<file path="src/rtl/conv_pkg.sv">
// Shared types for the convolution datapath: kernel windows, edge flags and frame dimensions.
package conv_pkg;

  localparam int unsigned KERNEL_DIAMETER_N = 5;
  localparam int unsigned PIXEL_W           = 8;
  localparam int unsigned IMG_DIM_W         = 12;

  typedef logic [IMG_DIM_W-1:0] img_dim_t;

  typedef logic [KERNEL_DIAMETER_N-1:0][KERNEL_DIAMETER_N-1:0][PIXEL_W-1:0] kernel_t;

  // Edge proximity of the window centre: *2 = on the edge, *1 = one pixel in
  typedef struct packed {
    logic n2;
    logic n1;
    logic s2;
    logic s1;
    logic w2;
    logic w1;
    logic e2;
    logic e1;
  } kernel_pos_t;

  typedef enum logic {
    ST_IDLE   = 1'b0,
    ST_ACTIVE = 1'b1
  } pos_state_e;

endpackage

</file>
<file path="src/rtl/conv_pos_flags.sv">
// Combinational map from centre-pixel row/col and frame size to edge flags and row/frame markers.
module conv_pos_flags #(
  parameter int unsigned IMG_DIM_W = conv_pkg::IMG_DIM_W
) (
  input  logic [IMG_DIM_W-1:0] row_i,
  input  logic [IMG_DIM_W-1:0] col_i,
  input  logic [IMG_DIM_W-1:0] w_i,
  input  logic [IMG_DIM_W-1:0] h_i,
  output conv_pkg::kernel_pos_t pos_c,
  output logic                 eol_c,
  output logic                 eof_c
);

  localparam logic [IMG_DIM_W-1:0] ONE = IMG_DIM_W'(1);
  localparam logic [IMG_DIM_W-1:0] TWO = IMG_DIM_W'(2);

  // The *1 flags on the far edges only exist when the frame is at least two wide/tall
  always_comb begin
    pos_c    = '0;
    pos_c.n2 = (row_i == '0);
    pos_c.n1 = (row_i == ONE);
    pos_c.s2 = (row_i == h_i - ONE);
    pos_c.s1 = (h_i >= TWO) && (row_i == h_i - TWO);
    pos_c.w2 = (col_i == '0);
    pos_c.w1 = (col_i == ONE);
    pos_c.e2 = (col_i == w_i - ONE);
    pos_c.e1 = (w_i >= TWO) && (col_i == w_i - TWO);
    eol_c    = pos_c.e2;
    eof_c    = pos_c.s2 & pos_c.e2;
  end

endmodule

</file>
<file path="src/rtl/conv_kernel_pos_gen.sv">
// Tags a raster stream of kernel windows with edge flags and frame markers behind a one-deep register slice.
module conv_kernel_pos_gen #(
  parameter int unsigned IMG_DIM_W = conv_pkg::IMG_DIM_W
) (
  input  logic                  clk,
  input  logic                  arst_n,
  input  logic [IMG_DIM_W-1:0]  cfg_width_i,
  input  logic [IMG_DIM_W-1:0]  cfg_height_i,
  input  logic                  frame_abort_i,
  input  logic                  in_vld_i,
  input  conv_pkg::kernel_t     in_kernel_i,
  output logic                  in_rdy_o,
  output logic                  out_vld_o,
  output conv_pkg::kernel_t     out_kernel_o,
  output conv_pkg::kernel_pos_t out_kernel_pos_o,
  output logic                  out_sof_o,
  output logic                  out_eol_o,
  output logic                  out_eof_o,
  input  logic                  out_rdy_i,
  output logic                  busy_o
);

  import conv_pkg::*;

  typedef logic [IMG_DIM_W-1:0] dim_t;
  localparam dim_t ONE = dim_t'(1);

  pos_state_e  state_q, state_d;
  dim_t        w_q, h_q, row_q, col_q, row_d, col_d, cur_w, cur_h;
  logic        accept, load, last_col, last_row;
  kernel_pos_t pos_c;
  logic        eol_c, eof_c;

  assign in_rdy_o = ~out_vld_o | out_rdy_i;
  assign accept   = in_vld_i & in_rdy_o;
  assign load     = accept & ~frame_abort_i;

  // Live config while idle, latched config mid-frame; a zero dimension behaves as one
  always_comb begin
    cur_w = w_q;
    cur_h = h_q;
    if (state_q == ST_IDLE) begin
      cur_w = (cfg_width_i  == '0) ? ONE : cfg_width_i;
      cur_h = (cfg_height_i == '0) ? ONE : cfg_height_i;
    end
  end

  assign last_col = (col_q == cur_w - ONE);
  assign last_row = (row_q == cur_h - ONE);

  conv_pos_flags #(
    .IMG_DIM_W (IMG_DIM_W)
  ) u_flags (
    .row_i (row_q),
    .col_i (col_q),
    .w_i   (cur_w),
    .h_i   (cur_h),
    .pos_c (pos_c),
    .eol_c (eol_c),
    .eof_c (eof_c)
  );

  // State register
  always_ff @(posedge clk or negedge arst_n) begin
    if (!arst_n) begin
      state_q <= ST_IDLE;
      busy_o  <= 1'b0;
    end else begin
      state_q <= state_d;
      busy_o  <= (state_d == ST_ACTIVE);
    end
  end

  // Next state
  always_comb begin
    state_d = state_q;
    case (state_q)
      ST_IDLE: begin
        if (load && !(last_row && last_col)) state_d = ST_ACTIVE;
      end
      ST_ACTIVE: begin
        if (frame_abort_i)                        state_d = ST_IDLE;
        else if (accept && last_row && last_col)  state_d = ST_IDLE;
      end
      default: state_d = ST_IDLE;
    endcase
  end

  // Counter advance; abort zeroes progress whether or not a beat is offered
  always_comb begin
    row_d = row_q;
    col_d = col_q;
    if (frame_abort_i) begin
      row_d = '0;
      col_d = '0;
    end else if (accept) begin
      if (last_col) begin
        col_d = '0;
        row_d = last_row ? '0 : row_q + ONE;
      end else begin
        col_d = col_q + ONE;
      end
    end
  end

  // Counters, latched geometry and output register slice
  always_ff @(posedge clk or negedge arst_n) begin
    if (!arst_n) begin
      row_q            <= '0;
      col_q            <= '0;
      w_q              <= ONE;
      h_q              <= ONE;
      out_vld_o        <= 1'b0;
      out_kernel_o     <= '0;
      out_kernel_pos_o <= '0;
      out_sof_o        <= 1'b0;
      out_eol_o        <= 1'b0;
      out_eof_o        <= 1'b0;
    end else begin
      row_q <= row_d;
      col_q <= col_d;
      if (load && state_q == ST_IDLE) begin
        w_q <= cur_w;
        h_q <= cur_h;
      end
      if (load) begin
        out_vld_o        <= 1'b1;
        out_kernel_o     <= in_kernel_i;
        out_kernel_pos_o <= pos_c;
        out_sof_o        <= (state_q == ST_IDLE);
        out_eol_o        <= eol_c;
        out_eof_o        <= eof_c;
      end else if (out_rdy_i) begin
        out_vld_o <= 1'b0;
      end
    end
  end

endmodule

</file>
<file path="config.mk">
export PLATFORM = sky130hd
export DESIGN_NAME = conv_kernel_pos_gen
export DESIGN_NICKNAME = d
export VERILOG_FILES = /design/src/rtl/conv_pkg.sv /design/src/rtl/conv_pos_flags.sv /design/src/rtl/conv_kernel_pos_gen.sv
export SDC_FILE = /design/constraint.sdc
export NUM_CORES = 1
export LEC_CHECK = 0
export CAP_MARGIN = 20
export CORE_MARGIN = 5
export CORE_UTILIZATION = 28
export DETAILED_ROUTE_END_ITERATION = 10
export MAX_ROUTING_LAYER = met4
export SYNTH_ARGS = -nofsm -noshare
export SYNTH_HDL_FRONTEND = slang
export SYNTH_SLANG_ARGS = --single-unit
</file>
<file path="constraint.sdc">
create_clock -name clk -period 5.2 [get_ports clk]
set_input_delay 1.04 -clock clk [delete_from_list [all_inputs] [get_ports clk]]
set_output_delay 1.04 -clock clk [all_outputs]
set_load 0.05 [all_outputs]
</file>
# Word-level counts from Yosys, hierarchy flattened
# Index checks and enable logic that the tools add are counted.
# totals
regBits,260
inputBits,229
out_inout_bits,214
elab_cells,95
# classes
add_sub_neg,6
order_cmp,2
eq_ne,6
muxes,17
bitwise_logic,7
reduce_logical,16
# ops
cell,n
$mux W12,11
$eq A12 B12 Y1,4
$logic_not A12 Y1,4
$add A12 B1 Y12 const B,2
$eq A12 B1 Y1 const B,2
$ge A12 B2 Y1 const B,2
$sub A12 B1 Y12 const B,2
$sub A12 B2 Y12 const B,2
$logic_and A1 B1 Y1,7
$reduce_bool A2 Y1,3
$mux W1,5
$and A1 B1 Y1,3
$not A1 Y1,3
$pmux W1 S2,1
$reduce_and A2 Y1,1
$logic_not A1 Y1,1
$or A1 B1 Y1,1

# Depth between registers and ports, before layout
# depth
word_depth,10
ltp_mapped,16
mapped_depth_nobuf,11

# Modules after synthesis
# From an unflattened synthesis, not the netlist that was laid out.
# hier_totals
cells_unflattened,1493
area_unflattened_um2,13006.2
# modules_own_cells
mod,instances,cells_per_inst,area_per_inst_um2,seq_area_each_um2
conv_kernel_pos_gen,1,1274,11527.3,6533.8
conv_pos_flags,1,219,1478.9,0.0

# Least setup slack after synthesis
# Ideal clock, no wire load.
# synth_path
kind,register to register
start,register state_q
end,register row_q[1]
setup_ns,0.081
t_arrival_ns,4.014
slack_ns,1.106
path_stages_with_launch,17
period_less_slack_ns,4.094
cell_sequence,dfrtp_1 buf_6 buf_6 buf_6 buf_6 buf_2 mux2i_1 ha_1 nand2_1 or4_1 and4_1 o2111a_1 and3_1 buf_6 a21o_4 buf_6 o22ai_2
# synth_via
elab_chain_len,7
word_cells_on_any_way,12
cone_classes,2 x add/sub; 2 x eq/ne; 6 x mux; 2 x reduce/logical
# synth_rtl
element,line,rtl
"start, declared",conv_kernel_pos_gen.sv:28,"pos_state_e state_q, state_d;"
"start signal, assigned",conv_kernel_pos_gen.sv:69,state_q <= state_d;
$mux W12,conv_kernel_pos_gen.sv:42,if (state_q == ST_IDLE) begin
$sub A12 B1 Y12,conv_kernel_pos_gen.sv:49,assign last_row = (row_q == cur_h - ONE);
$eq A12 B12 Y1,conv_kernel_pos_gen.sv:49,
$mux W12,conv_kernel_pos_gen.sv:99,row_d = last_row ? '0 : row_q + ONE;
$mux W12,conv_kernel_pos_gen.sv:97,if (last_col) begin
$mux W12,conv_kernel_pos_gen.sv:96,end else if (accept) begin
$mux W12,conv_kernel_pos_gen.sv:93,if (frame_abort_i) begin
"end signal, assigned",conv_kernel_pos_gen.sv:120,row_q <= row_d;
"end, declared",conv_kernel_pos_gen.sv:29,"dim_t w_q, h_q, row_q, col_q, row_d, col_d, cur_w, cur_h;"
# Several ways; a longest one is shown, not always the timed one. The select of a mux whose other input is x is not followed.
# A chain may end at the register's enable or synchronous reset.

# Worst setup path in the final report
# layout_path
start,input cfg_width_i[9]
end,register row_q[4]
# layout_via
elab_chain_len,7
# layout_rtl
element,line,rtl
"start, declared",conv_kernel_pos_gen.sv:7,"input logic [IMG_DIM_W-1:0] cfg_width_i,"
$logic_not A12 Y1,conv_kernel_pos_gen.sv:43,cur_w = (cfg_width_i == '0) ? ONE : cfg_width_i;
$mux W12 *,conv_kernel_pos_gen.sv:43,
$mux W12 *,conv_kernel_pos_gen.sv:42,
$sub A12 B1 Y12 *,conv_kernel_pos_gen.sv:48,assign last_col = (col_q == cur_w - ONE);
$eq A12 B12 Y1 *,conv_kernel_pos_gen.sv:48,
$reduce_bool A2 Y1 (no source line) *,--,
$reduce_and A2 Y1 (no source line) *,--,
# Every way passes the cells marked *; elsewhere a longest branch is shown, timed or not.

==> metrics.yaml <==
run_status:
  outcome: "finished, final reports clean"
timing:
  finClkSkew_ns: 0.0120
  fin_crit_sh_pct: 76.4
  slew_viol_final: 0
  min_period_ns: 3.97
  timing.fmax_ghz: 0.252
  setup_viol: 0
  maxSlewHeadroom_pct: 35.2
  rsz0062_at_grt: "false"
  holdWs_ns: 0.469
  hold_viol: 0
  worst_pin_slew_ns: 0.969
  setup_tns_ns: 0
yosys:
  syn-cell-area_sq_um: 11800
  synth_compound_area_share_pct: 5.70
  synthAdderAreaFrac_pct: 1.27
  synth_area_leaders: "dfrtp_1, nand2_1, xnor2_1"
  syn_area_per_cell_sq_um: 8.97
  async_flop_share_pct: 100
  synth_top_family_by_area: "simple AND/OR/NAND/NOR gates"
  synth_enable_flop_cells: 0
  synth_nets: 1559
  synth.top_cell.area_share_pct: 54.6
  netlist.top_cell.by_area: "dfrtp_1"
  synth_cells: 1318
  synthSimpleGateAreaFrac_pct: 26.8
  yosysSeqAreaShare_pct: 55.0
  yosys-mux-area-fraction_pct: 4.33
  ys_seq_elements: 260
  ys.flop_type: "dfrtp_1"
  synthXorXnorAreaFrac_pct: 3.63
  synth.yosys.warnings: 0
  synth.distinct_cells: 67
worst_hold_path:
  hold_end: "out_kernel_o[77]$_DFFE_PN0P_"
  hold_depth: 2
  hold_start: "out_kernel_o[77]$_DFFE_PN0P_"
  hold_class: "flip-flop to flip-flop"
clock_tree:
  tritoncts: "yes"
  numCtsBuffers: 34
  cts_sinks: 260
  insertion_delay_ns: 0.53
  clkTransAtPathRegs_ns: 0.05
  clock_path_buffers: 3
  cts-root-buf: "clkbuf_16"
  cts_hold_buf: 0
  post_cts_buffers: 0
  cts_resized: 0
  cts.htree.levels: 2
critical_path:
  slowest_stage: "clkdlybuf4s50_1"
  r2r-start: "state_q$_DFF_PN0_"
  critPathKind: "input port to flip-flop"
  crit_chain: "clkdlybuf4s50_1 > nor3_1 > buf_4 > nand4_1 > and2_1 > ha_1 > o21ai_0 > or3_1 > o22ai_1 > o2111a_1 > and3_1 > nand3_1 > o221ai_1"
  rr_worst_depth: 9
  start_kind: "input port"
  worstReg2RegEnd: "row_q[4]$_DFFE_PN0P_"
  worstPathMaxFanout: 9
  critPathArrivalTime_ns: 4.40
  r2r_slack_ns: 1.31
  worst_path_largest_cell_delay_ns: 0.51
  setup.worst_path.end_class: "flip-flop"
  crit_family: "simple AND/OR/NAND/NOR gates"
  crit_buf_inv: 2
  cp.required_ns: 5.63
layout:
  syn_to_final_growth_pct: 51.7
  final_common_cell: "nand2_1"
  layout_common_cells: "nand2_1, clkdlybuf4s50_1, dfrtp_1, xnor2_1, nor2_1"
  drive_gt1_share_pct: 6.46
  finalNetCount: 1981
  final_core_util_pct: 42.9
  fin_cells: 2306
detailed_routing:
  wl_microns: 39900
  firstDrtPassIters: 5
  avgViaCountPerCell: 4.56
  final_antenna_net_count: 0
  wl_per_cell_microns: 17.3
  drt_iter0_markers: 534
  route.detailed.drc: 0
  via_count: 10516
die:
  row_count: 75
  die_x_microns: 216
  num_io_pins: 443
  core_area_sq_um: 41900
  die_h_microns: 216
  initial_core_util_pct: 28.3
  die_area_sq_um: 46500
power:
  power_leakage_nw: 8.22
  peakVddDrop_mv: 0.236
  p_per_area_nw_per_um2: 402
run:
  maxCapViolations: 0
global_routing:
  antenna_found_initial: 3
  grt_max_degree: 115
  grt_pass1_wl_microns: 63000
  grt-ovfl-total: 0
  grt_usage_pct: 17.4
  grt_pass1_vias: 11179
place:
  post-place-cells: 2243
  io_buffer_count: 442
  place_congestion: 0.844
  dp_hpwl_microns: 28800
## tightest hold or removal path, cell delays in order (launching register included)
cell,delay [ns]
dfrtp_1,0.33
nand2_1,0.05
nand2_1,0.06
## state kept, by name, indices dropped and copies added (netlist names), 7 cells and up
signal / flops
col_q: 12
row_q: 12
out_kernel_pos_o: 7
w_q: 12
out_kernel_o: 200
h_q: 12
## cell usage after synthesis (3+ instances only)
cell type,n
or3_1,3
nor3b_1,5
ha_1,12
a22o_1,5
xor2_1,10
a211oi_1,4
mux2_2,22
buf_1,13
o21ai_1,4
a21oi_1,10
xnor2_1,39
a31oi_1,4
nand2_1,623
nand2b_1,7
o22ai_1,3
nor2_1,40
dfrtp_1,258
o31ai_1,10
a21o_1,3
nor4_1,6
and2_1,6
buf_6,6
nand3_1,21
nand4_1,9
and3_1,8
o2111ai_1,7
nor3_1,22
o21ai_0,16
clkbuf_1,45
inv_1,18
mux2i_1,25
buf_2,4
## area by class of cell
cell class                 count  area (sq um)
tap                          539           674
clock buffer                  44           950
inverter                      18          67.6
antenna                        3          7.51
clock inverter                16           176
fill                        4082         23900
multi-input combinational    971          4960
sequential                   260          6510
timing repair buffer         455          4600
## routing by layer
layer,track usage (%),up-vias,part of all wire (%)
li1,-,5110,-
met1,20.3,5049,40
met2,28.7,290,49
met3,5.87,67,7.8
met4,5.27,0,2.6
met5,-,-,0
## where the power goes
| group | switching [mW] | internal [mW] |
|---|---|---|
| sequential | 0.186 | 2.33 |
| clock | 0.923 | 1.44 |
| combinational | 1.51 | 0.822 |
## logic make-up (layout without fill, tap and decap cells)
kind of cell	after synthesis	after routing
and+or+nand+nor	771	771
AOI/OAI and AO/OA	91	91
DFF	260	260
xor gates and xnor gates	49	49
buffers and inverters	87	533
muxes	48	48
other	0	3
adders and majority gates	12	12
## through the flow
step / instance area, sq um / worst slack [ns] / total power, mW
after detailed placement: 16800 / 0.687 / 4.90
final: 17900 / 1.23 / 7.22
after floorplan: 11800 / 1.11 / 3.93
after global routing: 17900 / 0.969 / 7.55
after CTS: 17900 / 1.24 / 7.33
after global placement: 16800 / 0.819 / 4.88
## worst max-delay path by stage
stage	start	to	slack (ns)	cells after the start
floorplan	state_q$_DFF_PN0_	row_q[1]$_DFFE_PN0P_	1.11	16
global placement	cfg_width_i[9]	row_q[4]$_DFFE_PN0P_	0.82	13
detailed placement	cfg_width_i[9]	row_q[4]$_DFFE_PN0P_	0.69	13
CTS	cfg_width_i[9]	row_q[4]$_DFFE_PN0P_	1.24	13
global route	cfg_width_i[9]	row_q[4]$_DFFE_PN0P_	0.97	13
finish	cfg_width_i[9]	row_q[4]$_DFFE_PN0P_	1.23	13
No activity file was read; power rests on OpenSTA's default activity.
